## src/rtl/counter_pkg.sv

```systemverilog
// Constants shared between the modulo-6 counter stage and its downstream tick counter.
package counter_pkg;
  localparam int BCD_W = 4;
  localparam int STATE_W = 3;
  localparam logic [BCD_W-1:0] ONES_MAX = 4'd9;
  localparam logic [STATE_W-1:0] STATE_WRAP = 3'd6;
  localparam logic [STATE_W-1:0] STATE_ILLEGAL = 3'd7;

  typedef logic [BCD_W-1:0] bcd_t;
  typedef logic [STATE_W-1:0] state_t;
endpackage

```

## src/rtl/bcd_digit.sv

```systemverilog
// One BCD digit that counts 0..max and wraps; carry is combinational so digits chain in one cycle.
module bcd_digit
  import counter_pkg::*;
(
  input  logic clk,
  input  logic reset,
  input  logic inc,
  input  bcd_t max,
  output bcd_t digit,
  output logic carry
);

  assign carry = inc & (digit == max);

  always_ff @(posedge clk) begin
    if (reset) begin
      digit <= '0;
    end else if (inc) begin
      digit <= (digit == max) ? '0 : bcd_t'(digit + 4'd1);
    end
  end

endmodule

```

## src/rtl/wrap_tick_counter.sv

```systemverilog
// Turns each upstream toggle into a tick, counts ticks in two BCD digits and
// flags illegal upstream state sequences with a sticky error.
module wrap_tick_counter
  import counter_pkg::*;
#(
  parameter int TENS_MAX = 5
) (
  input  logic       clk,
  input  logic       reset,
  input  state_t     state,
  input  logic       out,
  input  logic       enable,
  input  logic       clear_err,
  output bcd_t       ones,
  output bcd_t       tens,
  output logic       tick,
  output logic       rollover,
  output logic       seq_err
);

  localparam bcd_t TENS_MAX_D = bcd_t'(TENS_MAX);

  logic   prev_out;
  state_t prev_state;
  logic   hist_valid;

  logic edge_det;
  logic inc_ones;
  logic ones_carry;
  logic tens_carry;
  logic seq_legal;
  logic seq_viol;

  // Input sample vs. history: edge detect and sequence legality
  always_comb begin
    edge_det  = hist_valid & (out != prev_out);
    inc_ones  = edge_det & enable;
    // 5->6 is the transient wrap value; any->0 covers an upstream reset
    seq_legal = (state == prev_state)
              | ((prev_state < STATE_WRAP) & (state == state_t'(prev_state + 3'd1)))
              | ((prev_state == STATE_WRAP) & (state == '0))
              | (state == '0);
    seq_viol  = hist_valid & ((state == STATE_ILLEGAL) | ~seq_legal);
  end

  bcd_digit u_ones (
    .clk   (clk),
    .reset (reset),
    .inc   (inc_ones),
    .max   (ONES_MAX),
    .digit (ones),
    .carry (ones_carry)
  );

  bcd_digit u_tens (
    .clk   (clk),
    .reset (reset),
    .inc   (ones_carry),
    .max   (TENS_MAX_D),
    .digit (tens),
    .carry (tens_carry)
  );

  // Registered history and outputs
  always_ff @(posedge clk) begin
    if (reset) begin
      prev_out   <= 1'b0;
      prev_state <= '0;
      hist_valid <= 1'b0;
      tick       <= 1'b0;
      rollover   <= 1'b0;
      seq_err    <= 1'b0;
    end else begin
      prev_out   <= out;
      prev_state <= state;
      hist_valid <= 1'b1;
      tick       <= edge_det;
      rollover   <= tens_carry;
      // a new violation wins over a simultaneous clear
      if (seq_viol) begin
        seq_err <= 1'b1;
      end else if (clear_err) begin
        seq_err <= 1'b0;
      end
    end
  end

endmodule

```

## config.mk

```make
export PLATFORM = sky130hd
export DESIGN_NAME = wrap_tick_counter
export DESIGN_NICKNAME = d
export VERILOG_FILES = /design/src/rtl/counter_pkg.sv /design/src/rtl/bcd_digit.sv /design/src/rtl/wrap_tick_counter.sv
export SDC_FILE = /design/constraint.sdc
export NUM_CORES = 1
export LEC_CHECK = 0
export CAP_MARGIN = 20
export CORE_ASPECT_RATIO = 0.9
export CORE_MARGIN = 1.5
export CORE_UTILIZATION = 37
export DETAILED_ROUTE_END_ITERATION = 12
export HOLD_SLACK_MARGIN = 0.12
export PLACE_DENSITY_LB_ADDON = 0.08
export SYNTH_ARGS = -nofsm -noshare
export SYNTH_HDL_FRONTEND = slang
export SYNTH_HIERARCHICAL = 1
export SYNTH_SLANG_ARGS = --single-unit
```

## constraint.sdc

```tcl
create_clock -name clk -period 3.28 [get_ports clk]
set_input_delay 0.492 -clock clk [delete_from_list [all_inputs] [get_ports clk]]
set_output_delay 0.492 -clock clk [all_outputs]
set_load 0.05 [all_outputs]
```

# Word level (Yosys, flattened, before mapping)
# Index checks and enable logic that the tools add are counted.
# op_classes
n_addsub	3
order_cmp	1
eq_ne	7
n_mux	5
bitwise	12
reduce_logical	2
# ops
op	n
4-bit by 1-bit adder with 4-bit output (second input constant)	2
4-bit two-way mux	2
1-bit AND	7
3-bit == test	2
3-bit == test (second input constant)	2
4-bit by 3-bit == test with 1-bit output (second input constant)	1
4-bit == test (second input constant)	1
1-bit bitwise OR	4
3-bit by 1-bit adder with 3-bit output (second input constant)	1
3-bit zero test	1
3-bit < comparator (second input constant)	1
1-bit two-way mux	3
2-bit nonzero test	1
1-bit inequality test	1
1-bit inverter	1
# word_totals
ff_bits	16
out_inout_bits	11
elab_cells	38

# Logic depth before layout (Yosys ltp)
# logic_depth
word_depth	10
ltp_mapped	9
mapped_depth_nobuf	7

# Cells and area by module
# Netlist, hierarchy kept.
# by_module_without_submodules
module	instances	cells_per_inst	area_per_inst_um2	seq_area_each_um2
bcd_digit	2	27	256.5	80.1
wrap_tick_counter	1	43	392.9	160.2

# Worst setup path after synthesis
# OpenSTA, ideal clock, no wires.
# synth_path
path_kind	input-to-reg
from	input port out
to	register u_tens.digit[3]
setup_time_ns	0.075
arrival_time_ns	2.089
required_time_ns	3.205
setup_slack_ns	1.116
cell_stages	9
path_buffers	2
cell_sequence	xor2_1 -> and3_1 -> buf_2 -> nor4b_2 -> and2_1 -> buf_2 -> nand4_1 -> or3_1 -> o22ai_1
# synth_between
elab_chain_len	4
# synth_lines
item	line	source
start: declaration	wrap_tick_counter.sv:11	input logic out,
1-bit inequality test	wrap_tick_counter.sv:36	edge_det = hist_valid & (out != prev_out);
1-bit AND	wrap_tick_counter.sv:36	
1-bit AND	wrap_tick_counter.sv:37	inc_ones = edge_det & enable;
via inc_ones	wrap_tick_counter.sv:28	logic inc_ones;
1-bit AND	bcd_digit.sv:13	assign carry = inc & (digit == max);
via ones_carry	wrap_tick_counter.sv:29	logic ones_carry;
end signal: assignment	bcd_digit.sv:19	digit <= (digit == max) ? '0 : bcd_t'(digit + 4'd1);
end: declaration	bcd_digit.sv:9	output bcd_t digit,
# The timed path passes the listed nets, and every way through them passes these cells.
# A chain may end at the register's enable or synchronous reset.

# Worst setup path in the final report
# layout_path
from	input port out
to	register rollover
# layout_between
elab_chain_len	5
# layout_lines
item	line	source
1-bit inequality test	wrap_tick_counter.sv:36	
1-bit AND	wrap_tick_counter.sv:36	
1-bit AND	wrap_tick_counter.sv:37	
via inc_ones	wrap_tick_counter.sv:28	
1-bit AND	bcd_digit.sv:13	
via ones_carry	wrap_tick_counter.sv:29	
1-bit AND	bcd_digit.sv:13	
via tens_carry	wrap_tick_counter.sv:30	logic tens_carry;
end signal: assignment	wrap_tick_counter.sv:78	rollover <= tens_carry;
end: declaration	wrap_tick_counter.sv:17	output logic rollover,
# The timed path passes the listed nets, and every way through them passes these cells.

==> flow_summary.ini <==
[timing]
hold_viol = 0
post-route-min-period_ps = 2660
finalCritPeriodShare_pct = 81.2
setup_viol = 0
fmax_ghz = 0.375
tns_ps = 0
clock_skew_ps = 1.33
slew_headroom_pct = 66.5
maxSlewViolCount = 0
rsz0062_at_grt = false
setup_ws_ps = 617
tightest_slew_ps = 501
hold_ws_ps = 522

[layout]
area_growth_pct = 30.2
diodes = 0
final_nets = 139
fin_cells = 154
drive_gt1_share_pct = 6.30

[detailed_routing]
drtPass1Iterations = 5
drt_wl_total_mm = 1.80
via_per_inst = 4.97
drc_errors = 0
drtAntennaViolNets = 0
vias = 765
route.detailed.wl_per_inst_um = 11.7
drtIter0Drc = 12

[global_route]
grt_pass1_wl_mm = 3.05
grt_pass1_vias = 677
grt_overflow_total = 0
antenna_found_initial = 0
grt.total_usage_pct = 15.6
grt_max_degree = 17

[clocking]
clockBufferDepth = 2
hold_buffers = 0
cts_sinks = 16
cts_tree = done
path_clk_slew_ps = 100
cts_buffers = 3
cts_resized = 0
cts_root_buf = clkbuf_4
post_cts_buffers = 0
cts-htree-levels = 1
worstSkewPairLatency_ps = 280

[power]
combPwrFrac_pct = 17.3
leakagePower_nw = 0.440
netSwitchingFraction_pct = 26.8
pwr-share-clk_pct = 32.0
peakVddDrop_v = 0.000217
p_seq_share_pct = 50.7
power_density_mw_per_mm2 = 347
p_sw_mw = 0.110
finalPower_mw = 0.409
p_int_mw = 0.299

[hold_path]
hold_class = reg2reg

[floorplanning]
die_y_um = 49.9
core_area_mm2 = 0.00224
io_pins = 19
die_w_um = 55.2
rows = 16
dieArea_mm2 = 0.00275
start_util_pct = 40.4

[critical_path]
crit_arrival_ps = 2900
required_ps = 3510
criticalPathCategory = in2reg
cp-end-kind = flip-flop
cp_max_fo = 7
worstSetupStartpointType = input port

[placed_design]
io_buffers = 18
dp_slack_ps = 348
gp_congestion = 0.815
hpwl_mm = 1.34
dp.cells = 150

[yosys]
ys_ff_latch = 16
synthesis.instances = 97
yosysWarnings = 6
syn_area_um2 = 906
syn_avg_cell_area_um2 = 9.34
ys_seq_area_share_pct = 35.4
yosysUniqueCellTypes = 31

[job]
cap_violations = 0

[status]
status = finished clean
==> logic make-up after synthesis <==
family / Yosys count / share of synthesized area [%]
other cells: 2 / 0.829
fa+ha+maj: 3 / 4.14
buf+inv: 5 / 3.18
flops: 16 / 35.4
xor+xnor: 16 / 15.5
mux: 2 / 2.21
compound gates: 16 / 13.4
simple gates: 37 / 25.4
==> cell usage after synthesis <==
master     instances  area, um^2
xor2_1            10        87.6
xnor2_1            6        52.6
nand2_1            6        22.5
or3b_1             1        8.76
dfxtp_1           16         320
a31oi_1            1        6.26
conb_1             2        7.51
o21ai_0            1        5.00
nor2b_1            6        37.5
or3_1              2        12.5
nor4b_2            2        30.0
and3_1             2        12.5
nand3_1            1        5.00
a21o_2             1        8.76
mux2i_1            2        20.0
nand2b_1           2        12.5
a311o_1            1        10.0
buf_2              2        10.0
and2_1             2        12.5
a2111oi_0          1        8.76
nor4_1             4        25.0
nor2_1             3        11.3
nand3b_1           2        15.0
ha_1               3        37.5
o22ai_1            2        12.5
buf_6              1        11.3
nand4_1            4        25.0
inv_1              2        7.51
o32ai_1            1        8.76
a41oi_1            1        8.76
a211oi_1           7        52.6
==> metal layers <==
layer  track usage (%)  part of all wire [%]
met1              22.3                    49
met2              21.6                    44
met3              6.36                   6.4
met4              3.66                  0.67
met5                 0                     0
==> worst paths after layout <==
kind	from	to	slack, ps	depth (start not counted)
max	out	rollover	620	8
min	hist_valid	tick	520	1
max reg2reg	prev_out	rollover	990	7
min reg2reg	hist_valid	tick	520	1
==> registers in the layout, indices dropped and copies added, names as in the netlist <==
name	cells
prev_state	3
prev_out	1
tick	1
hist_valid	1
rollover	1
u_ones/digit	4
u_tens/digit	4
seq_err	1
==> cell usage in the layout, fill, tap and decap left out <==
cell type	instances
clkdlybuf4s50_1	18
dfxtp_1	16
conb_1	12
xor2_1	10
a211oi_1	7
xnor2_1	6
nand2_1	6
nor2b_1	6
nand4_1	4
nor4_1	4
nor2_1	3
ha_1	3
clkbuf_4	3
and3_1	2
inv_1	2
nor4b_2	2
and2_1	2
mux2i_1	2
nand2b_1	2
or3_1	2
nand3b_1	2
o22ai_1	2
a21o_2	1
a2111oi_0	1
nand3_1	1
o21ai_0	1
or3b_1	1
a311o_1	1
a31oi_1	1
a41oi_1	1
o32ai_1	1
clkbuf_8	1
buf_4	1
==> power by group through the flow <==
stage	Sequential, mW	Combinational [mW]	Clock [mW]
floorplan	0.222	0.0353	0
global placement	0.212	0.0700	0
detailed placement	0.212	0.0698	0
CTS	0.207	0.0703	0.138
global route	0.208	0.0785	0.145
finish	0.207	0.0707	0.131
==> through the flow <==
stage / utilization, % / cell area [um^2]
floorplan: - / 943
global placement: 51.0 / 1140
detailed placement: 51.0 / 1140
CTS: 52.6 / 1180
global route: 52.6 / 1180
finish: 52.6 / 1180
==> cell type report <==
class | instances | area [um^2]
clock buffer | 4 | 36.3
fill | 220 | 1060
inverter | 2 | 7.51
multi-input combinational | 86 | 594
sequential | 16 | 320
tap | 27 | 33.8
timing repair buffer | 19 | 188
==> critical path: stages <==
cell             delay, ps
clkdlybuf4s50_1        480
xor2_1                 170
and3_1                 330
nor4b_2                420
and2_1                 340
nor4b_2                390
and2_1                 170
nor2b_1                110
No activity file was read; power rests on OpenSTA's default activity.
